### src/rtl/dac_seq_pkg.sv
// Shared types and constants for the DAC sweep sequencer.
// Mode/state encodings, channel selects and sweep lengths.
package dac_seq_pkg;

  typedef enum logic [1:0] {
    MODE_UP   = 2'd0,
    MODE_DOWN = 2'd1,
    MODE_TRI  = 2'd2,
    MODE_HOLD = 2'd3
  } mode_e;

  typedef enum logic [1:0] {
    ST_IDLE = 2'd0,
    ST_RUN  = 2'd1,
    ST_DONE = 2'd2
  } state_e;

  localparam logic [1:0] CH_R   = 2'd0;
  localparam logic [1:0] CH_G   = 2'd1;
  localparam logic [1:0] CH_B   = 2'd2;
  localparam logic [1:0] CH_ALL = 2'd3;

  localparam int STEP_W = 10;
  localparam logic [STEP_W-1:0] STEPS_RAMP = 10'd256;
  localparam logic [STEP_W-1:0] STEPS_TRI  = 10'd511;

  function automatic logic [STEP_W-1:0] last_step(mode_e m);
    return (m == MODE_TRI) ? STEPS_TRI - 10'd1
                           : STEPS_RAMP - 10'd1;
  endfunction

endpackage

### src/rtl/dac_sweep_seq_step_timer.sv
// Reloadable dwell down-counter; tick marks the last
// cycle of each dwell period.
module step_timer #(
  parameter int DWELL_W = 8
) (
  input  logic               clk,
  input  logic               rst_n,
  input  logic               load,
  input  logic               clr,
  input  logic [DWELL_W-1:0] period,
  output logic               tick
);

  logic [DWELL_W-1:0] cnt;
  logic [DWELL_W-1:0] per_q;
  logic               run;

  assign tick = run && (cnt == '0);

  always_ff @(posedge clk or negedge rst_n) begin
    if (!rst_n) begin
      cnt   <= '0;
      per_q <= '0;
      run   <= 1'b0;
    end else if (clr) begin
      cnt <= '0;
      run <= 1'b0;
    end else if (load) begin
      per_q <= period;
      cnt   <= period - DWELL_W'(1);
      run   <= 1'b1;
    end else if (tick) begin
      cnt <= per_q - DWELL_W'(1);
    end else if (run) begin
      cnt <= cnt - DWELL_W'(1);
    end
  end

endmodule

### src/rtl/dac_sweep_seq.sv
// DAC code sweep sequencer: ramp/triangle/hold sweeps
// onto R/G/B with complementary n-side codes.
module dac_sweep_seq
  import dac_seq_pkg::*;
#(
  parameter int CODE_W  = 8,
  parameter int DWELL_W = 8
) (
  input  logic               clk,
  input  logic               rst_n,
  input  logic               start,
  input  logic               abort,
  input  logic [1:0]         mode,
  input  logic [1:0]         chan_sel,
  input  logic [DWELL_W-1:0] dwell,
  input  logic [CODE_W-1:0]  hold_code,
  output logic [CODE_W-1:0]  r,
  output logic [CODE_W-1:0]  g,
  output logic [CODE_W-1:0]  b,
  output logic [CODE_W-1:0]  rn,
  output logic [CODE_W-1:0]  gn,
  output logic [CODE_W-1:0]  bn,
  output logic               busy,
  output logic               step_strobe,
  output logic               done
);

  state_e              state, state_nxt;
  mode_e               mode_q;
  logic [1:0]          chan_q;
  logic [CODE_W-1:0]   hold_q;
  logic [CODE_W-1:0]   code_q, code_nxt;
  logic                dir_up_q, dir_nxt;
  logic [STEP_W-1:0]   step_q;
  logic [DWELL_W-1:0]  dwell_eff;
  logic [1:0]          chan_eff;
  logic [CODE_W-1:0]   first_code;
  logic [CODE_W-1:0]   r_nxt, g_nxt, b_nxt;
  logic                tick, last;
  logic                go, adv, fin, kill;

  localparam logic [CODE_W-1:0] CODE_MAX = '1;

  assign dwell_eff = (dwell == '0) ? DWELL_W'(1) : dwell;
  assign last      = (step_q == last_step(mode_q));
  assign go        = (state == ST_IDLE) && start && !abort;
  assign kill      = (state == ST_RUN) && abort;
  assign adv       = (state == ST_RUN) && !abort && tick && !last;
  assign fin       = (state == ST_RUN) && !abort && tick && last;
  assign chan_eff  = go ? chan_sel : chan_q;

  step_timer #(.DWELL_W(DWELL_W)) u_timer (
    .clk    (clk),
    .rst_n  (rst_n),
    .load   (go),
    .clr    (kill | fin),
    .period (dwell_eff),
    .tick   (tick)
  );

  always_ff @(posedge clk or negedge rst_n) begin
    if (!rst_n) state <= ST_IDLE;
    else        state <= state_nxt;
  end

  always_comb begin
    state_nxt = state;
    unique case (state)
      ST_IDLE: if (go) state_nxt = ST_RUN;
      ST_RUN: begin
        if (abort)             state_nxt = ST_IDLE;
        else if (tick && last) state_nxt = ST_DONE;
      end
      default: state_nxt = ST_IDLE;
    endcase
  end

  always_comb begin
    busy = (state == ST_RUN);
    done = (state == ST_DONE);
  end

  always_ff @(posedge clk or negedge rst_n) begin
    if (!rst_n) begin
      mode_q <= MODE_UP;
      chan_q <= CH_R;
      hold_q <= '0;
    end else if (go) begin
      mode_q <= mode_e'(mode);
      chan_q <= chan_sel;
      hold_q <= hold_code;
    end
  end

  always_comb begin
    first_code = '0;
    unique case (mode_e'(mode))
      MODE_DOWN: first_code = CODE_MAX;
      MODE_HOLD: first_code = hold_code;
      default:   first_code = '0;
    endcase
  end

  // Triangle turns around at full scale instead of wrapping
  always_comb begin
    code_nxt = code_q;
    dir_nxt  = dir_up_q;
    if (go) begin
      code_nxt = first_code;
      dir_nxt  = 1'b1;
    end else if (adv) begin
      unique case (mode_q)
        MODE_UP:   code_nxt = code_q + CODE_W'(1);
        MODE_DOWN: code_nxt = code_q - CODE_W'(1);
        MODE_TRI: begin
          if (dir_up_q && code_q != CODE_MAX) begin
            code_nxt = code_q + CODE_W'(1);
          end else begin
            code_nxt = code_q - CODE_W'(1);
            dir_nxt  = 1'b0;
          end
        end
        default:   code_nxt = hold_q;
      endcase
    end
  end

  always_comb begin
    r_nxt = r;
    g_nxt = g;
    b_nxt = b;
    if (go || adv) begin
      r_nxt = (chan_eff == CH_R || chan_eff == CH_ALL) ? code_nxt : '0;
      g_nxt = (chan_eff == CH_G || chan_eff == CH_ALL) ? code_nxt : '0;
      b_nxt = (chan_eff == CH_B || chan_eff == CH_ALL) ? code_nxt : '0;
    end else if (kill || fin) begin
      r_nxt = '0;
      g_nxt = '0;
      b_nxt = '0;
    end
  end

  always_ff @(posedge clk or negedge rst_n) begin
    if (!rst_n) begin
      code_q      <= '0;
      dir_up_q    <= 1'b1;
      step_q      <= '0;
      step_strobe <= 1'b0;
      r           <= '0;
      g           <= '0;
      b           <= '0;
      rn          <= '1;
      gn          <= '1;
      bn          <= '1;
    end else begin
      code_q      <= code_nxt;
      dir_up_q    <= dir_nxt;
      step_strobe <= go | adv;
      if (go)       step_q <= '0;
      else if (adv) step_q <= step_q + STEP_W'(1);
      r  <= r_nxt;
      g  <= g_nxt;
      b  <= b_nxt;
      rn <= ~r_nxt;
      gn <= ~g_nxt;
      bn <= ~b_nxt;
    end
  end

endmodule

### config.mk
export PLATFORM = sky130hd
export DESIGN_NAME = dac_sweep_seq
export DESIGN_NICKNAME = d
export VERILOG_FILES = /design/src/rtl/dac_seq_pkg.sv /design/src/rtl/dac_sweep_seq_step_timer.sv /design/src/rtl/dac_sweep_seq.sv
export SDC_FILE = /design/constraint.sdc
export NUM_CORES = 1
export LEC_CHECK = 0
export CAP_MARGIN = 40
export CELL_PAD_IN_SITES_DETAIL_PLACEMENT = 1
export CELL_PAD_IN_SITES_GLOBAL_PLACEMENT = 1
export CORE_ASPECT_RATIO = 1.25
export CORE_MARGIN = 3
export CORE_UTILIZATION = 24
export DETAILED_ROUTE_END_ITERATION = 10
export HOLD_SLACK_MARGIN = 0.15
export PLACE_DENSITY_LB_ADDON = 0.1
export SLEW_MARGIN = 20
export SYNTH_ARGS = -nofsm -noshare
export SYNTH_HDL_FRONTEND = slang
export SYNTH_SLANG_ARGS = --single-unit
### constraint.sdc
create_clock -name clk -period 5.1 [get_ports clk]
set_clock_uncertainty 0.05 [all_clocks]
set_input_delay 1.02 -clock clk [delete_from_list [all_inputs] [get_ports clk]]
set_output_delay 1.02 -clock clk [all_outputs]
set_load 0.01 [all_outputs]
# --- Word-level counts from Yosys, hierarchy flattened ---
# Cells that the tools add are included.
totals:
  word_cells: 105
  regBits: 99
  out_inout_bits: 51
  in_bits: 24
classes:
  muxes: 33
  eq_ne: 14
  reduce_logical: 29
  bitwise: 6
  n_addsub: 6
op_table:
  columns: ["op", "n"]
  rows:
  - ["8-bit two-way mux", 17]
  - ["8-bit by 1-bit subtractor with 8-bit output, second input constant", 4]
  - ["8-bit NOT", 3]
  - ["8-bit case mux with 3 select lines", 1]
  - ["10-bit two-way mux", 2]
  - ["8-bit logical NOT", 2]
  - ["8-bit case mux with 2 select lines", 1]
  - ["10-bit by 1-bit adder with 10-bit output, second input constant", 1]
  - ["10-bit by 9-bit == test with 1-bit output", 1]
  - ["2-bit == test, second input constant", 5]
  - ["1-bit logical AND", 10]
  - ["9-bit two-way mux", 1]
  - ["8-bit by 1-bit adder with 8-bit output, second input constant", 1]
  - ["2-bit by 1-bit == test with 1-bit output, second input constant", 4]
  - ["2-bit two-way mux", 4]
  - ["8-bit inequality test, second input constant", 1]
  - ["2-bit logical NOT", 3]
  - ["1-bit two-way mux", 6]
  - ["2-bit nonzero test", 3]
  - ["1-bit logical OR", 5]
  - ["2-bit inequality test, second input constant", 2]
  - ["2-bit case mux with 2 select lines", 1]
  - ["2-bit AND reduction", 2]
  - ["4-bit nonzero test", 1]
  - ["other kinds (5)", 7]

# --- Logic depth before layout (Yosys ltp) ---
# Gate-level depths: netlist of the first run.
depth:
  depth_word: 10
  ltp_mapped: 10
  mapped_depth_nobuf: 9

# --- Cells and area by module ---
# A second synthesis of the first run with hierarchy kept.
unflattened:
  hier_cells: 466
  area_unflattened_um2: 4904.7
by_module_without_submodules:
  columns: ["mod", "cells_per_inst", "n_inst", "seq_area_each_um2", "area_per_inst_um2"]
  rows:
  - ["dac_sweep_seq", 374, 1, 2083.2, 3895.0]
  - ["step_timer", 92, 1, 425.4, 1009.7]

# --- Worst setup path before layout of the first run ---
# No wires, ideal clock.
synth_path:
  kind: "input to register"
  start: "in abort"
  end: "reg u_timer.cnt[6]"
  arrival_time_ns: 2.918
  t_required_ns: 4.929
  setup_ns: 0.121
  path_buffers: 1
  path_stages: 10
  path_slack_ns: 2.011
  path_cell_list: "or4b_1 > buf_2 > a311oi_2 > a21oi_2 > inv_1 > ha_1 > o221ai_1 > nor3_1 > xor2_1 > a22o_1"
synth_between:
  elab_chain_cells: 6
  word_cells_on_any_way: 10
  classes_between: "mux: 2; bitwise: 1; reduce/logical: 7"
synth_lines:
  columns: ["element", "line_no", "text"]
  rows:
  - ["start, declared", "dac_sweep_seq.sv:12", "input logic abort,"]
  - ["1-bit logical NOT", "dac_sweep_seq.sv:46, dac_sweep_seq.sv:49", null]
  - ["1-bit logical AND (3 in a row)", "dac_sweep_seq.sv:49", "assign fin = (state == ST_RUN) && !abort && tick && last;"]
  - ["1-bit bitwise OR", "dac_sweep_seq.sv:56", ".clr (kill | fin),"]
  - ["4-bit nonzero test (no line) or 8-bit two-way mux (tied branches)", null, null]
  - ["end signal, assigned", "dac_sweep_seq_step_timer.sv:30", "cnt <= period - DWELL_W'(1);"]
  - ["end signal, assigned", "dac_sweep_seq_step_timer.sv:33", "cnt <= per_q - DWELL_W'(1);"]
  - ["end signal, assigned", "dac_sweep_seq_step_timer.sv:35", "cnt <= cnt - DWELL_W'(1);"]
  - ["end, declared", "dac_sweep_seq_step_timer.sv:14", "logic [DWELL_W-1:0] cnt;"]
# Several ways; a longest one is shown, not always the timed one.
# A chain may end at the register's enable or synchronous reset.

# --- Final worst setup path of the first run ---
layout_path:
  start: "in abort"
  end: "reg u_timer.cnt[7]"
# The elaborated chain is that of the path after synthesis.

==> run summary, run 1 <==
Outcome: completed
Initial antenna violation count: 0
Number of max-cap violations: 0
Highest clock rate: 0.297 GHz
Total CTS buffers: 9
Antenna Cells: 0
DR vias: 3896
Final min period: 3.37 ns
Hold_ws: 0.420 ns
TNS Setup: 0 ns
Final ANT Viol Nets: 0
CTS tree: done
Crit path cell chain: clkdlybuf4s50_1, or4b_1, buf_4, nor3_1, o22ai_1, nor4_4, a211oi_1, a211o_1
Synth Net Count: 496
Pleak: 0.00259 uW
Area growth syn-to-layout: 28.2%
Share of cells above drive strength 1: 0.123
Critical Path AT: 3.57 ns
Fill count: 2249
Core area: 0.0195 sq mm
Post-Synthesis Cells: 468
DR vias/cell: 4.85
Final hold viol count: 0
Largest net degree at the start of global routing: 42
Final GP Congestion: 0.789
H-tree depth: 3
IO Pins: 75
Post_cts resized: 0
Final Routed Wirelength: 14.4 mm
Die Width: 132 um
Postcts setup bufs: 0
Post-synth EDFFs: 0
Delay-heaviest family, CP: simple AND/OR/NAND/NOR gates
Multi-input gate area: 0.00214 sq mm
RSZ-0062 raised after global routing: no
Synth top area share: 0.386
Root Driver: clkbuf_16
Slowest CP cell: or4b_1
Buf/Inv on CP: 2
Worst slew pin tran: 0.789 ns
Top post-synthesis cells by area: dfrtp_1, dfstp_2, nand2_1
Clock Path Buffers: 2
DRC violations left: 0
Sequential cell area: 0.00251 sq mm
Post-Syn Area: 0.00479 sq mm
Required time of the critical path: 5.30 ns
Area after DPL: 0.00584 sq mm
Setup-failing EPs final: 0
Buffers on Ports: 74
Maximum vdd drop: 0.174 mV
CTS sink count: 99
Commonest non-fill, non-tap cell in the layout: nand2_1
Initial drt markers: 121
Main synth FF type: dfrtp_1
Vias in the first global route: 4184
Die area: 0.0217 sq mm
Effective utilization at floorplan: 0.245
Die height: 164 um
Design area: 0.00614 sq mm
Crit path kind: input pin to register
Slowest stage delay, CP: 0.59 ns
Async SR Flop Fraction: 1.00
Hold-fix buffers, CTS: 0
Worst-skew pair later-pin latency: 0.36 ns
Crit Path Max Fanout: 41
PD cells: 419 mW/mm^2
Leading cell types in the layout, fill and taps excluded: nand2_1, dfrtp_1, clkdlybuf4s50_1
Fin util: 0.314
CP Launch Type: input pin
Worst-path clk slew: 0.09 ns
Tcrit/Tclk final: 0.660
Post-synthesis cell type count: 66
Row Count: 57
Area leader, netlist: dfrtp_1
DP HPWL: 10.4 mm
DR pass1 iterations: 4
Nets@finish: 561
FF+latch count, synth: 99
Grt ovf: 0
Routed wire length per instance: 18.0 um
Hold crit path type: register to register
Syn_area_per_cell: 10.2 sq um
First-pass GRT wire length: 23.4 mm
Rel. slew slack: 0.473
GRT Overall Usage: 0.137
Syn. warnings: 0
Post-synthesis sequential area ratio: 0.523
Slew Viols, Final: 0
Tot Pwr: 2570 uW
CP Capture Type: register
==> sequential cells by signal, summed over array words and instances, names as in the netlist, 2 cells and up <==
name and cells:
mode_q 2, u_timer.cnt 8, u_timer.per_q 8, gn 8, r 8, bn 8
step_q 10, rn 8, chan_q 2, g 8, b 8, code_q 8
hold_q 8, state 2
==> cells by family after synthesis <==
family | after synthesis | synth area share
AOI/OAI and AO/OA | 132 | 0.209
xor gates and xnor gates | 23 | 0.0420
buffers and inverters | 38 | 0.0329
adders and majority gates | 4 | 0.0104
and+or+nand+nor | 172 | 0.182
DFF | 99 | 0.523
==> power breakdown <==
| part | switching [uW] | internal, uW |
|---|---|---|
| combinational | 415 | 354 |
| clock | 360 | 350 |
| sequential | 156 | 940 |
| total | 931 | 1640 |
==> layout make-up <==
class | count | area share
clock inverter | 7 | 0.0130
inverter | 11 | 0.00672
timing repair buffer | 81 | 0.132
sequential | 99 | 0.408
clock buffer | 9 | 0.0367
tap | 265 | 0.0540
multi-input combinational | 331 | 0.349
==> worst register-to-register path, stage by stage, from the launching register on <==
cell and delay (ns):
dfrtp_1 0.76, nor4bb_1 0.31, a21oi_1 0.17, o311ai_4 0.76
nand2_1 0.34, and2_1 0.37, a22o_1 0.26
==> cell usage after synthesis, types with 3 or more instances <==
cell type  number
nand2_1        76
dfrtp_1        74
nor2_1         29
a22o_1         27
dfstp_2        25
o21ai_0        22
a22oi_1        21
a21oi_1        13
clkbuf_1       13
xor2_1         13
nand3_1        12
inv_1          10
xnor2_1        10
buf_2           9
nor3_1          9
and3_1          7
nand4_1         6
o211ai_1        6
nor2b_1         5
o21a_1          5
and2_1          4
buf_1           4
ha_1            4
a2111o_1        3
a31oi_1         3
a41oi_1         3
nand2b_1        3
==> through the flow <==
step	setup WS, ns	instances
6_report	1.73	803
5_1_grt	1.56	803
4_1_cts	1.74	803
3_5_place_dp	1.35	787
3_3_place_gp	1.38	784
2_1_floorplan	2.01	468
==> per-layer routing <==
layer  GRT usage  vias to the layer above  routed length (um)
met1       0.161                     1993                6240
met4      0.0610                        0                 374
met5           0                        -                   0
met2       0.245                       54                7490
li1            -                     1831                   -
met3      0.0208                       18                 315
==> path summary, 6_finish.rpt <==
path | from | endpoint | slack (ns) | cells after the start
worst max register to register | mode_q[1]$_DFFE_PN0N_ | b[5]$_DFF_PN0_ | 1.99 | 6
worst max-delay path | abort | u_timer.cnt[7]$_DFFE_PN0P_ | 1.73 | 8
max in group asynchronous | rst_n | bn[2]$_DFF_PN1_ | 3.60 | 2
worst min-delay path | r[0]$_DFF_PN0_ | rn[0]$_DFF_PN1_ | 0.42 | 1
min in group asynchronous | rst_n | code_q[5]$_DFF_PN0_ | 0.56 | 1
worst min register to register | r[0]$_DFF_PN0_ | rn[0]$_DFF_PN1_ | 0.42 | 1
Note: power is estimated with default switching activity, not from simulation.
==> run 2: changes to the inputs <==
==> constraint.sdc (replaced) <==
create_clock -name clk -period 2.8 [get_ports clk]
set_clock_uncertainty 0.05 [all_clocks]
set_input_delay 0.56 -clock clk [delete_from_list [all_inputs] [get_ports clk]]
set_output_delay 0.56 -clock clk [all_outputs]
set_load 0.01 [all_outputs]
==> run summary, run 2 (synthesized netlist as in run 1, its figures left out) <==
Vias in the first global route: 4369
Final GP Congestion: 0.796
Placed cells: 829
Final ANT Viol Nets: 0
Final Routed Wirelength: 14.7 mm
DP HPWL: 10.9 mm
CP Capture Type: register
Maximum vdd drop: 0.305 mV
Postcts setup bufs: 0
Core area: 0.0195 sq mm
Worst slew pin tran: 0.664 ns
Commonest non-fill, non-tap cell in the layout: nand2_1
Die area: 0.0217 sq mm
DR pass1 iterations: 4
Worst-path clk slew: 0.08 ns
Die Width: 132 um
Hold-fix buffers, CTS: 0
Outcome: completed
Slowest CP cell: or4b_4
DR vias/cell: 4.77
Root Driver: clkbuf_16
Clk network pwr share: 0.268
PD cells: 756 mW/mm^2
Switch share: 0.354
Reg with most FFs: step_q
Total CTS buffers: 9
Final min period: 2.59 ns
Sw power: 1750 uW
First-pass GRT wire length: 24.4 mm
Tcrit/Tclk final: 0.924
DR vias: 4034
Met1 Use GR: 0.167
RSZ-0062 raised after global routing: no
Rel. slew slack: 0.556
CP Launch Type: input pin
Nets@finish: 603
Largest net degree at the start of global routing: 46
Final hold viol count: 0
Crit path cell chain: clkdlybuf4s50_1, or4b_4, buf_4, nor3_1, o22ai_1, nor4_4, a211oi_1, a211o_1
Clock Path Buffers: 2
Post_cts resized: 0
Highest clock rate: 0.387 GHz
Fin util: 0.334
DRC violations left: 0
CTS sink count: 99
Slowest stage delay, CP: 0.49 ns
Worst-skew pair later-pin latency: 0.36 ns
Flip-flop count of the largest register after layout: 10
Most used routing layer: met2
Routed wire length per instance: 17.4 um
TNS Setup: 0 ns
Met2 usage: 0.260
Seq pwr share: 0.391
GRT Overall Usage: 0.142
H-tree depth: 3
Area growth syn-to-layout: 36.2%
Antenna Cells: 0
Share of cells above drive strength 1: 0.190
Delay-heaviest family, CP: simple AND/OR/NAND/NOR gates
Required time of the critical path: 3.00 ns
Tot Pwr: 4940 uW
Buf/Inv on CP: 2
Buffers on Ports: 74
Crit path kind: input pin to register
CTS tree: done
Logic pwr share: 0.340
Leading cell types in the layout, fill and taps excluded: nand2_1, dfrtp_1, clkdlybuf4s50_1
Row Count: 57
Initial antenna violation count: 0
Number of max-cap violations: 0
Crit Path Max Fanout: 6
GR Util met3: 0.0221
Pleak: 0.00282 uW
Initial drt markers: 146
Non-filler instance count after layout: 845
Setup-failing EPs final: 0
IO Pins: 75
Critical Path AT: 2.79 ns
Hold crit path type: input pin to async pin
Die height: 164 um
Grt ovf: 0
Slew Viols, Final: 0
Effective utilization at floorplan: 0.245
Internal Power: 3190 uW
[run 2: final timing paths]
kind	cells past startpoint	startpoint	slack (ns)	to
setup / recovery	8	start	0.21	u_timer.cnt[7]$_DFFE_PN0P_
hold / removal	1	rst_n	0.15	b[6]$_DFF_PN0_
setup reg to reg	7	u_timer.cnt[2]$_DFFE_PN0P_	0.28	u_timer.cnt[7]$_DFFE_PN0P_
hold reg to reg	1	b[5]$_DFF_PN0_	0.42	bn[5]$_DFF_PN1_
max in group asynchronous	2	rst_n	1.77	bn[7]$_DFF_PN1_
min in group clk	1	b[5]$_DFF_PN0_	0.42	bn[5]$_DFF_PN1_
[run 2: final cells by class]
class                      count  area [sq um]
fill                        2227         13000
tap                          265           332
sequential                    99          2510
clock inverter                 7          93.8
timing repair buffer         123          1180
multi-input combinational    331          2150
clock buffer                   9           225
inverter                      11          41.3
[run 2: power by group through the flow]
stage	registers, uW	logic, uW	clock network, uW
4_1_cts	1940	1710	1380
3_3_place_gp	1960	1670	0
6_report	1930	1680	1320
2_1_floorplan	1940	891	0
5_1_grt	1970	1870	1430
3_5_place_dp	1960	1700	0
[run 2: metrics by stage]
stage | hold slack [ns] | area, sq um | setup slack (ns)
after floorplan | 0.214 | 4790 | 0.171
after global placement | 0.397 | 6170 | -0.260
after detailed placement | 0.408 | 6200 | -0.359
after CTS | 0.171 | 6520 | 0.0156
after global routing | 0.180 | 6530 | 0.0306
final | 0.150 | 6530 | 0.213
[run 2: per-layer routing]
layer	wire length (um)	vias to the layer above	share of wire
li1	-	1926	-
met1	6100	2033	0.41
met2	7870	57	0.53
met3	390	18	0.027
met4	346	0	0.024
met5	0	-	0
[run 2: worst reg2reg max path, cell delays in order, from the launching register on]
cell and delay (ns):
dfrtp_1 0.46, nor4_4 0.42, nand3_2 0.22, o41a_1 0.49, o21ai_2 0.23, inv_2 0.13
and4_1 0.18, a211o_1 0.23
